--- src/rtl/store_narrow_unit.sv ---
// Narrows a 32-bit store onto a 16-bit memory write port: a word becomes two halfword beats, a halfword one beat with truncation check.
// Optional macro STORE_NARROW_BIG_ENDIAN_EN: word stores emit the high half first.
module store_narrow_unit #(
  parameter int unsigned ADDR_W    = 32,
  parameter int unsigned HALF_STEP = 2
) (
  input  logic              CLK,
  input  logic              Reset,
  input  logic              req_valid,
  output logic              req_ready,
  input  logic [ADDR_W-1:0] req_addr,
  input  logic [31:0]       req_data,
  input  logic              req_size,
  input  logic              ExtSel,
  output logic              mem_valid,
  input  logic              mem_ready,
  output logic [ADDR_W-1:0] mem_addr,
  output logic [15:0]       mem_wdata,
  output logic              done,
  output logic              trunc_err,
  output logic              align_err
);

  typedef enum logic [1:0] {S_IDLE, S_LO, S_HI, S_DONE} state_t;

  state_t            r_state;
  state_t            w_next;
  logic [ADDR_W-1:0] r_base;
  logic [31:0]       r_data;
  logic              r_word;
  logic              r_ext;
  logic              r_trunc;
  logic              r_align;

  logic              w_accept;
  logic              w_lo_done;
  logic              w_trunc;
  logic [15:0]       w_first;
  logic [15:0]       w_second;
  logic [ADDR_W-1:0] w_hi_addr;

  assign w_accept  = (r_state == S_IDLE) && req_valid;
  assign w_lo_done = (r_state == S_LO) && mem_ready;
  assign w_hi_addr = r_base + ADDR_W'(HALF_STEP);

  // Inverse of sign/zero extension: the upper half must be pure extension of the lower.
  assign w_trunc = r_ext ? (r_data[31:16] != {16{r_data[15]}})
                         : (r_data[31:16] != 16'h0000);

`ifdef STORE_NARROW_BIG_ENDIAN_EN
  assign w_first  = r_word ? r_data[31:16] : r_data[15:0];
  assign w_second = r_data[15:0];
`else
  assign w_first  = r_data[15:0];
  assign w_second = r_data[31:16];
`endif

  always_ff @(posedge CLK or negedge Reset) begin
    if (!Reset) begin
      r_state <= S_IDLE;
    end else begin
      r_state <= w_next;
    end
  end

  always_comb begin
    w_next = r_state;
    case (r_state)
      S_IDLE: if (req_valid) w_next = req_addr[0] ? S_DONE : S_LO;
      S_LO:   if (mem_ready) w_next = r_word ? S_HI : S_DONE;
      S_HI:   if (mem_ready) w_next = S_DONE;
      S_DONE: w_next = S_IDLE;
      default: w_next = S_IDLE;
    endcase
  end

  always_comb begin
    req_ready = 1'b0;
    mem_valid = 1'b0;
    mem_addr  = '0;
    mem_wdata = '0;
    done      = 1'b0;
    case (r_state)
      S_IDLE: req_ready = 1'b1;
      S_LO: begin
        mem_valid = 1'b1;
        mem_addr  = r_base;
        mem_wdata = w_first;
      end
      S_HI: begin
        mem_valid = 1'b1;
        mem_addr  = w_hi_addr;
        mem_wdata = w_second;
      end
      S_DONE: done = 1'b1;
      default: req_ready = 1'b0;
    endcase
  end

  // Error flags clear on accept and are set as the request completes, so they hold from done onward.
  always_ff @(posedge CLK or negedge Reset) begin
    if (!Reset) begin
      r_base  <= '0;
      r_data  <= '0;
      r_word  <= 1'b0;
      r_ext   <= 1'b0;
      r_trunc <= 1'b0;
      r_align <= 1'b0;
    end else if (w_accept) begin
      r_base  <= req_addr;
      r_data  <= req_data;
      r_word  <= req_size;
      r_ext   <= ExtSel;
      r_align <= req_addr[0];
      r_trunc <= 1'b0;
    end else if (w_lo_done && !r_word) begin
      r_trunc <= w_trunc;
    end
  end

  assign trunc_err = r_trunc;
  assign align_err = r_align;

endmodule

--- config.mk ---
export PLATFORM = sky130hd
export DESIGN_NAME = store_narrow_unit
export DESIGN_NICKNAME = d
export VERILOG_FILES = /design/src/rtl/store_narrow_unit.sv
export SDC_FILE = /design/constraint.sdc
export NUM_CORES = 1
export LEC_CHECK = 0
export CORE_MARGIN = 1.5
export CORE_UTILIZATION = 26
export CTS_CLUSTER_SIZE = 28
export DETAILED_ROUTE_END_ITERATION = 8
export HOLD_SLACK_MARGIN = 0.1
export PLACE_DENSITY = 0.62
export SLEW_MARGIN = 5
export SYNTH_ARGS = -nofsm -noshare
export SYNTH_HDL_FRONTEND = slang
export SYNTH_SLANG_ARGS = --single-unit
--- constraint.sdc ---
create_clock -name CLK -period 1.8 [get_ports CLK]
set_input_delay 0.18 -clock CLK [delete_from_list [all_inputs] [get_ports CLK]]
set_output_delay 0.18 -clock CLK [all_outputs]
set_load 0.01 [all_outputs]
==> impl_results.html, run 1 <==
<table>
<tr><th>Metric</th><th>Value</th></tr>
<tr><th colspan="2">Logic synthesis</th></tr>
<tr><td>Synthesized net count</td><td>475</td></tr>
<tr><td>Area share of fa/ha/maj cells after synthesis</td><td>0.0152</td></tr>
<tr><td>Area leader, netlist</td><td>dfrtp_1</td></tr>
<tr><td>Largest family of logic cells by synthesized area</td><td>multiplexers</td></tr>
<tr><td>Number of flops mapped to enable cells by yosys</td><td>0</td></tr>
<tr><td>Top-area cell type share of the netlist area</td><td>0.420</td></tr>
<tr><td>Share of flip-flops with an asynchronous set or reset</td><td>1.00</td></tr>
<tr><td>Main flop type after synthesis</td><td>dfrtp_1</td></tr>
<tr><td>Synthesized-area fraction occupied by ao, oa, aoi and oai cells</td><td>0.152</td></tr>
<tr><td>Xor and xnor area share after synthesis</td><td>0.00640</td></tr>
<tr><td>Distinct cells, synth</td><td>50</td></tr>
<tr><td>Post-synthesis sequential element count</td><td>69</td></tr>
<tr><td>Synthesis Warnings</td><td>0</td></tr>
<tr><td>Gate Count Post-Synth</td><td>400</td></tr>
<tr><td>Simple-Gate Fraction of Synth Area</td><td>0.181</td></tr>
<tr><td>Cell area after synthesis</td><td>4110 µm²</td></tr>
<tr><td>Cells taking the most area after synthesis</td><td>dfrtp_1 42%, mux2_2 18%, a22oi_1 3.7%</td></tr>
<tr><td>Proportion of synthesized area in mux cells</td><td>0.186</td></tr>
<tr><td>Register area share after synthesis</td><td>0.420</td></tr>
<tr><td>Mean instance size in the synthesized netlist</td><td>10.3 µm²</td></tr>
<tr><th colspan="2">Critical path</th></tr>
<tr><td>Endpoint kind of the worst setup timing path</td><td>output port</td></tr>
<tr><td>Critical path fanouts, max</td><td>4</td></tr>
<tr><td>Critical setup path kind</td><td>reg2out</td></tr>
<tr><td>Arr. time, crit path</td><td>2260 ps</td></tr>
<tr><td>Kind of launch point of the worst setup path</td><td>register</td></tr>
<tr><td>WP data required</td><td>1620 ps</td></tr>
<tr><th colspan="2">Timing</th></tr>
<tr><td>Worst setup skew after layout</td><td>4.52 ps</td></tr>
<tr><td>Shortest period the worst path allows</td><td>2440 ps</td></tr>
<tr><td>F_max</td><td>410 MHz</td></tr>
<tr><td>Max-Slew Margin vs Limit</td><td>0.620</td></tr>
<tr><td>Number of endpoints failing setup at the final stage</td><td>49</td></tr>
<tr><td>Slew at the pin closest to its max-slew limit</td><td>569 ps</td></tr>
<tr><td>Final sum of negative setup slack</td><td>-15400 ps</td></tr>
<tr><td>PnR worst setup slack</td><td>-639 ps</td></tr>
<tr><td>Post-route fraction of the period consumed by the critical path</td><td>1.35</td></tr>
<tr><td>Count of endpoints failing hold in the final timing report</td><td>0</td></tr>
<tr><td>Final Slew Violations</td><td>0</td></tr>
<tr><td>Setup repair after global routing missed its margin</td><td>yes</td></tr>
<tr><th colspan="2">Floorplanning</th></tr>
<tr><td>Total die area</td><td>16600 µm²</td></tr>
<tr><td>Horizontal extent of the die</td><td>129 µm</td></tr>
<tr><td>Number of rows created at floorplan</td><td>45</td></tr>
<tr><td>Boundary Pins</td><td>123</td></tr>
<tr><td>Core area</td><td>15300 µm²</td></tr>
<tr><td>Initial cell density of the core</td><td>0.268</td></tr>
<tr><td>Floorplan die height</td><td>129 µm</td></tr>
<tr><th colspan="2">Placement</th></tr>
<tr><td>Half-perimeter wire length after detailed placement</td><td>9.69 mm</td></tr>
<tr><td>Routability-driven placement congestion ratio</td><td>0.875</td></tr>
<tr><td>Input/output buffers</td><td>122</td></tr>
<tr><th colspan="2">Finish</th></tr>
<tr><td>Final core occ</td><td>0.512</td></tr>
<tr><td>Area growth from synthesis to layout</td><td>91.0%</td></tr>
<tr><td>Number of diodes</td><td>0</td></tr>
<tr><td>Fraction of layout cells with a size suffix above 1</td><td>0.589</td></tr>
<tr><td>Nets</td><td>712</td></tr>
<tr><td>Most used cells in the layout excluding fill and tap cells</td><td>76 x buf_4, 70 x clkdlybuf4s50_1, 67 x mux2_2</td></tr>
<tr><td>Commonest non-fill, non-tap cell in the layout</td><td>buf_4</td></tr>
<tr><td>FILL cells</td><td>1329</td></tr>
<tr><th colspan="2">Detailed routing</th></tr>
<tr><td>Post-route ant nets</td><td>0</td></tr>
<tr><td>Detailed router's first-iteration violation count</td><td>216</td></tr>
<tr><td>Sum of routed wire length over all layers</td><td>15.2 mm</td></tr>
<tr><td>Pre-Repair DR Iteration Count</td><td>4</td></tr>
<tr><td>Post-detailed-route DRC marker count</td><td>0</td></tr>
<tr><td>Drt wl/cell</td><td>17.8 µm</td></tr>
<tr><td>Vias after detailed routing</td><td>4288</td></tr>
<tr><td>Vias per cell</td><td>5.03</td></tr>
<tr><th colspan="2">Hold path</th></tr>
<tr><td>Class of the tightest hold or removal check</td><td>in2async</td></tr>
<tr><th colspan="2">Run status</th></tr>
<tr><td>Status</td><td>complete, but fails checks</td></tr>
<tr><td>Failing checks</td><td>negative setup slack</td></tr>
<tr><th colspan="2">CTS</th></tr>
<tr><td>Root Buffer</td><td>clkbuf_16</td></tr>
<tr><td>Longest Clk Path Bufs</td><td>2</td></tr>
<tr><td>Count of H-tree levels built during CTS</td><td>3</td></tr>
<tr><td>CTS tree</td><td>built</td></tr>
<tr><td>Clk pin slew, worst setup/hold paths</td><td>60 ps</td></tr>
<tr><td>Num CTS Buffers</td><td>9</td></tr>
<tr><td>Insertion delay of the later-clocked pin in the worst-skew pair</td><td>340 ps</td></tr>
<tr><td>TritonCTS Sinks</td><td>69</td></tr>
<tr><th colspan="2">Run</th></tr>
<tr><td>Number of max-capacitance violations reported</td><td>0</td></tr>
<tr><th colspan="2">Global routing</th></tr>
<tr><td>Global route overflow</td><td>0</td></tr>
<tr><td>Global router's overall resource usage</td><td>0.183</td></tr>
<tr><td>Initial antenna violation count</td><td>0</td></tr>
<tr><td>Wire length of the first global-routing pass</td><td>23.4 mm</td></tr>
<tr><td>Via count of the first global-routing pass</td><td>4410</td></tr>
<tr><td>Pin count of the biggest net entering global routing</td><td>70</td></tr>
<tr><th colspan="2">Pwr</th></tr>
<tr><td>Ratio of total power to cell area</td><td>1990 nW/µm²</td></tr>
<tr><td>Leakage component of the power</td><td>3.36 nW</td></tr>
<tr><td>Worst VDD drop</td><td>0.000893 V</td></tr>
<tr><td>Fraction of power consumed by sequential logic</td><td>0.199</td></tr>
<tr><td>P_sw</td><td>6.01 mW</td></tr>
<tr><td>Proportion of power drawn by combinational gates</td><td>0.677</td></tr>
<tr><td>Clock power share</td><td>0.124</td></tr>
<tr><td>Internal portion of total power</td><td>9.63 mW</td></tr>
<tr><td>Total power</td><td>15.6 mW</td></tr>
<tr><td>Switching fraction of total power</td><td>0.384</td></tr>
</table>
-- layout make-up --
type / count / area [µm²] / share of cell area
clock buffer: 10 / 239 / 0.0305
clock inverter: 6 / 86.3 / 0.0110
inverter: 8 / 30.0 / 0.00383
multi-input combinational: 291 / 2960 / 0.377
sequential: 69 / 1730 / 0.221
tap: 211 / 264 / 0.0337
timing repair buffer: 258 / 2540 / 0.324
-- registers in the layout, indices dropped and copies added, names as in the netlist --
register,count
r_base,32
r_data,32
r_ext,1
r_state,2
r_word,1
trunc_err,1
-- metal layers --
layer  routed length (µm)  share of wire  track usage
met5                    0              0            0
met4                  206          0.014       0.0489
met3                 1060          0.069       0.0570
met2                 7910           0.52        0.324
met1                 6030           0.40        0.216
-- synthesized netlist by cell type (2+ instances only) --
master / number
a211o_1: 3
a21boi_0: 2
a21oi_1: 5
a221o_1: 2
a22oi_1: 20
a31o_2: 3
a31oi_1: 11
a41oi_1: 3
and2_1: 5
and3_1: 7
and4_1: 6
buf_1: 7
buf_2: 6
clkbuf_1: 19
dfrtp_1: 69
ha_1: 5
inv_1: 8
mux2_2: 67
nand2_1: 27
nand3_1: 13
nand4_1: 14
nor2_1: 7
nor2b_1: 22
nor3_1: 6
nor4_1: 12
o211ai_1: 2
o21a_1: 3
o21ai_0: 11
o21bai_1: 2
o311ai_0: 2
o31ai_1: 6
o41ai_1: 3
or3_1: 2
or4_1: 3
xnor2_1: 2
-- timing repair --
item / CTS / global route
resized for setup: 350 / 73
hold buffers: 1 / 0
endpoints found under the setup margin: 51 / 53
setup buffers: 34 / 17
pin swaps: 36 / 30
endpoints found under the hold margin: 69 / 0
gates cloned: 7 / 1
-- worst max-delay path, cell delays in order (launching register included) --
cell,delay [ps]
dfrtp_1,420
nand4_4,140
or4_4,600
buf_6,140
or4_4,420
nand3_4,90
buf_6,100
-- cell families (layout without fill, tap and decap cells) --
family / Yosys count / after routing
AOI/OAI and AO/OA: 86 / 86
buffers and inverters: 40 / 282
xor gates and xnor gates: 3 / 3
muxes: 68 / 68
adders and majority gates: 5 / 5
and+or+nand+nor: 129 / 129
DFF: 69 / 69
-- path summary, 6_finish.rpt --
check,startpoint,endpoint,slack [ps],cells past startpoint
max reg2reg,r_state[1]$_DFFE_PN0P_,r_state[0]$_DFFE_PN0P_,20,9
min reg2reg,trunc_err$_DFFE_PN0P_,trunc_err$_DFFE_PN0P_,510,2
max in group asynchronous,Reset,r_base[1]$_DFFE_PN0P_,1080,3
max,r_base[7]$_DFFE_PN0P_,mem_addr[19],-640,6
min in group CLK,req_data[0],r_data[0]$_DFFE_PN0P_,440,2
min,Reset,r_base[15]$_DFFE_PN0P_,390,3
-- through the flow --
step | cell area (µm²) | worst slack [ps] | std cells | hold WS, ps
2_1_floorplan | 4240 | -150 | 400 | -116
3_3_place_gp | 6270 | -642 | 791 | 229
3_5_place_dp | 6270 | -644 | 791 | 240
4_1_cts | 7500 | -658 | 845 | 413
5_1_grt | 7850 | -708 | 853 | 429
6_report | 7850 | -639 | 853 | 387
-- power by group through the flow --
stage	Sequential (mW)	Clock, mW	Combinational (mW)
floorplan	3.00	0	3.83
global placement	3.00	0	7.29
detailed placement	3.06	0	7.39
CTS	3.08	1.99	9.99
global route	3.24	2.07	11.3
finish	3.12	1.94	10.6
Note: power is estimated with default switching activity, not from simulation.
==> inputs of run 2 (changes only) <==
--- a/config.mk
+++ b/config.mk
@@ -5,13 +5,13 @@
 export SDC_FILE = /design/constraint.sdc
 export NUM_CORES = 1
 export LEC_CHECK = 0
-export CORE_MARGIN = 1.5
+export CAP_MARGIN = 20
+export CORE_MARGIN = 2
 export CORE_UTILIZATION = 26
 export CTS_CLUSTER_SIZE = 28
 export DETAILED_ROUTE_END_ITERATION = 8
 export HOLD_SLACK_MARGIN = 0.1
 export PLACE_DENSITY = 0.62
-export SLEW_MARGIN = 5
 export SYNTH_ARGS = -nofsm -noshare
 export SYNTH_HDL_FRONTEND = slang
 export SYNTH_SLANG_ARGS = --single-unit
==> run 2 against run 1 <==
Compared with the run above:
- the flow still finishes with violations (negative setup slack)
- setup slack improved by 7.5 ps
- register-to-register slack got worse by 20 ps
- first-iteration DRC count increased by 6.5%
- via count down 1.3%
- largest cell class unchanged
- design area shrank 6.4%
- critical endpoint unchanged
- maximum frequency increased by 0.31%
==> impl_results.html, run 2 (synthesized netlist as in run 1, its figures left out) <==
<table>
<tr><th>Metric</th><th>Value</th></tr>
<tr><th colspan="2">Run status</th></tr>
<tr><td>Status</td><td>complete, but fails checks</td></tr>
<tr><td>Failing checks</td><td>negative setup slack</td></tr>
<tr><th colspan="2">Detailed routing</th></tr>
<tr><td>Detailed router's first-iteration violation count</td><td>230</td></tr>
<tr><td>Vias per cell</td><td>5.02</td></tr>
<tr><td>Post-detailed-route DRC marker count</td><td>0</td></tr>
<tr><td>Pre-Repair DR Iteration Count</td><td>5</td></tr>
<tr><td>Sum of routed wire length over all layers</td><td>14.8 mm</td></tr>
<tr><td>Post-route ant nets</td><td>0</td></tr>
<tr><td>Vias after detailed routing</td><td>4231</td></tr>
<tr><td>Drt wl/cell</td><td>17.5 µm</td></tr>
<tr><th colspan="2">Timing</th></tr>
<tr><td>Shortest period the worst path allows</td><td>2430 ps</td></tr>
<tr><td>PnR worst setup slack</td><td>-631 ps</td></tr>
<tr><td>Slew at the pin closest to its max-slew limit</td><td>830 ps</td></tr>
<tr><td>Final Slew Violations</td><td>0</td></tr>
<tr><td>Max-Slew Margin vs Limit</td><td>0.447</td></tr>
<tr><td>Count of endpoints failing hold in the final timing report</td><td>0</td></tr>
<tr><td>Setup repair after global routing missed its margin</td><td>yes</td></tr>
<tr><td>Worst setup skew after layout</td><td>5.48 ps</td></tr>
<tr><td>Post-route fraction of the period consumed by the critical path</td><td>1.35</td></tr>
<tr><td>F_max</td><td>411 MHz</td></tr>
<tr><td>Number of endpoints failing setup at the final stage</td><td>48</td></tr>
<tr><th colspan="2">Floorplanning</th></tr>
<tr><td>Number of rows created at floorplan</td><td>45</td></tr>
<tr><td>Horizontal extent of the die</td><td>130 µm</td></tr>
<tr><td>Floorplan die height</td><td>130 µm</td></tr>
<tr><td>Boundary Pins</td><td>123</td></tr>
<tr><td>Initial cell density of the core</td><td>0.268</td></tr>
<tr><td>Core area</td><td>15300 µm²</td></tr>
<tr><td>Total die area</td><td>16800 µm²</td></tr>
<tr><th colspan="2">Critical path</th></tr>
<tr><td>Kind of launch point of the worst setup path</td><td>register</td></tr>
<tr><td>Biggest cell delay along the critical path</td><td>600 ps</td></tr>
<tr><td>Critical Path, Cell by Cell</td><td>nand4_4 &gt; or4_4 &gt; buf_6 &gt; or4_4 &gt; nand3_4 &gt; buf_6</td></tr>
<tr><td>R2r setup slk</td><td>0 ps</td></tr>
<tr><td>Arr. time, crit path</td><td>2250 ps</td></tr>
<tr><td>Origin of the critical flop-to-flop path</td><td>r_state[0]$_DFFE_PN0P_</td></tr>
<tr><td>Worst flop-to-flop path endpoint</td><td>r_state[0]$_DFFE_PN0P_</td></tr>
<tr><td>Endpoint kind of the worst setup timing path</td><td>output port</td></tr>
<tr><td>Master of the slowest instance on the critical path</td><td>or4_4</td></tr>
<tr><td>Critical path fanouts, max</td><td>5</td></tr>
<tr><td>Buffer and inverter count on the worst path</td><td>2</td></tr>
<tr><td>Worst setup startpoint</td><td>r_base[7]$_DFFE_PN0P_</td></tr>
<tr><td>Logic depth of the worst register-to-register path</td><td>10</td></tr>
<tr><td>Cell family with most CP delay</td><td>simple AND/OR/NAND/NOR gates</td></tr>
<tr><td>Critical setup path kind</td><td>reg2out</td></tr>
<tr><td>WP data required</td><td>1620 ps</td></tr>
<tr><th colspan="2">Finish</th></tr>
<tr><td>Nets</td><td>702</td></tr>
<tr><td>Finished Layout Cells</td><td>843</td></tr>
<tr><td>FILL cells</td><td>1413</td></tr>
<tr><td>Top flop regs</td><td>r_base: 32 flops, r_data: 32 flops, r_state: 2 flops</td></tr>
<tr><td>Most used cells in the layout excluding fill and tap cells</td><td>80 x buf_4, 70 x clkdlybuf4s50_1, 66 x mux2_2, 66 x dfrtp_1, 43 x buf_2</td></tr>
<tr><td>Area growth from synthesis to layout</td><td>78.8%</td></tr>
<tr><td>Area of all sequential standard cells</td><td>1730 µm²</td></tr>
<tr><td>Commonest non-fill, non-tap cell in the layout</td><td>buf_4</td></tr>
<tr><td>Area occupied by multi-input gates</td><td>2800 µm²</td></tr>
<tr><td>Final standard cell area without fillers</td><td>7340 µm²</td></tr>
<tr><td>Number of diodes</td><td>0</td></tr>
<tr><td>Final core occ</td><td>0.479</td></tr>
<tr><td>Fraction of layout cells with a size suffix above 1</td><td>0.546</td></tr>
<tr><th colspan="2">Pwr</th></tr>
<tr><td>Ratio of total power to cell area</td><td>1880 nW/µm²</td></tr>
<tr><td>Fraction of power consumed by sequential logic</td><td>0.226</td></tr>
<tr><td>Total power</td><td>13.8 mW</td></tr>
<tr><td>Worst VDD drop</td><td>0.000790 V</td></tr>
<tr><td>P_sw</td><td>5.61 mW</td></tr>
<tr><td>Proportion of power drawn by combinational gates</td><td>0.647</td></tr>
<tr><td>Leakage component of the power</td><td>3.11 nW</td></tr>
<tr><td>Internal portion of total power</td><td>8.19 mW</td></tr>
<tr><td>Switching fraction of total power</td><td>0.406</td></tr>
<tr><td>Clock power share</td><td>0.127</td></tr>
<tr><th colspan="2">CTS</th></tr>
<tr><td>Clk pin slew, worst setup/hold paths</td><td>60 ps</td></tr>
<tr><td>Longest Clk Path Bufs</td><td>2</td></tr>
<tr><td>Root Buffer</td><td>clkbuf_16</td></tr>
<tr><td>CTS tree</td><td>built</td></tr>
<tr><td>Count of H-tree levels built during CTS</td><td>3</td></tr>
<tr><td>Num CTS Buffers</td><td>9</td></tr>
<tr><td>TritonCTS Sinks</td><td>69</td></tr>
<tr><td>Insertion delay of the later-clocked pin in the worst-skew pair</td><td>340 ps</td></tr>
<tr><th colspan="2">Global routing</th></tr>
<tr><td>Initial antenna violation count</td><td>0</td></tr>
<tr><td>Via count of the first global-routing pass</td><td>4360</td></tr>
<tr><td>Global route overflow</td><td>0</td></tr>
<tr><td>Wire length of the first global-routing pass</td><td>22.3 mm</td></tr>
<tr><td>Global router's overall resource usage</td><td>0.173</td></tr>
<tr><td>Pin count of the biggest net entering global routing</td><td>38</td></tr>
<tr><th colspan="2">Hold path</th></tr>
<tr><td>Endpoint of the worst hold path</td><td>r_data[12]$_DFFE_PN0P_</td></tr>
<tr><td>Cell depth of the worst hold path</td><td>2</td></tr>
<tr><td>Startpoint of the most critical hold path</td><td>req_data[12]</td></tr>
<tr><td>Class of the tightest hold or removal check</td><td>in2reg</td></tr>
<tr><th colspan="2">Run</th></tr>
<tr><td>Number of max-capacitance violations reported</td><td>0</td></tr>
<tr><th colspan="2">Placement</th></tr>
<tr><td>Input/output buffers</td><td>122</td></tr>
<tr><td>Routability-driven placement congestion ratio</td><td>0.855</td></tr>
<tr><td>Dpl cells</td><td>785</td></tr>
<tr><td>Half-perimeter wire length after detailed placement</td><td>9.68 mm</td></tr>
<tr><td>Placed cell area</td><td>6220 µm²</td></tr>
</table>
## run 2: cell types whose count changed in the layout (fill, tap and decap cells not counted), sizes merged
cell           previous run  this run
buf                     184       174
bufinv                    2         0
clkbuf                   11        10
clkdlybuf4s15             0         1
clkinv                    3         1
dlygate4sd2               0         2
dlymetal6s2s              2         0
inv                       8        12
## run 2: final cells by class
| class | instances | share of cell area |
|---|---|---|
| timing repair buffer | 248 | 0.303 |
| inverter | 8 | 0.00409 |
| clock inverter | 6 | 0.00699 |
| multi-input combinational | 291 | 0.382 |
| sequential | 69 | 0.236 |
| tap | 211 | 0.0360 |
| clock buffer | 10 | 0.0325 |
## run 2: metrics by stage
| stage | setup slack [ps] | setup TNS [ps] | hold slack (ps) |
|---|---|---|---|
| 2_1_floorplan | -150 | -580 | -116 |
| 3_3_place_gp | -643 | -17210 | 309 |
| 3_5_place_dp | -668 | -18260 | 330 |
| 4_1_cts | -636 | -13300 | 428 |
| 5_1_grt | -682 | -19120 | 442 |
| 6_report | -631 | -15290 | 440 |
## run 2: timing repair
item | in CTS | in global routing
endpoints found under the setup margin | 53 | 50
pin swaps | 31 | 24
hold buffers | 1 | 0
gates resized for setup | 308 | 51
endpoints found under the hold margin | 31 | 0
cloned | 5 | 0
buffers inserted | 23 | 18
## run 2: power groups by stage
stage | clock network, mW | registers, mW | logic (mW)
2_1_floorplan | 0 | 3.00 | 3.83
3_3_place_gp | 0 | 2.99 | 7.21
3_5_place_dp | 0 | 3.04 | 7.29
4_1_cts | 1.80 | 3.08 | 8.28
5_1_grt | 1.86 | 3.23 | 9.54
6_report | 1.75 | 3.11 | 8.93
## run 2: worst register-to-register path, stage by stage, from the launching register on
cell,delay (ps)
dfrtp_1,400
buf_6,120
buf_6,110
ha_4,160
buf_6,130
buf_12,130
nor2_4,100
buf_6,110
o22ai_4,60
o31ai_2,260
o31ai_2,90
## run 2: worst max path at each step
stage	endpoint	slack, ps	cells after the start
floorplan	mem_addr[28]	-150	6
global placement	mem_addr[19]	-640	6
detailed placement	mem_addr[19]	-670	6
CTS	mem_addr[23]	-640	6
global route	mem_addr[19]	-680	6
finish	mem_addr[19]	-630	6
## run 2: metal layers
metal	share of wire	GRT usage
met1	0.41	0.201
met2	0.50	0.299
met3	0.063	0.0495
met4	0.027	0.0689
met5	0	0
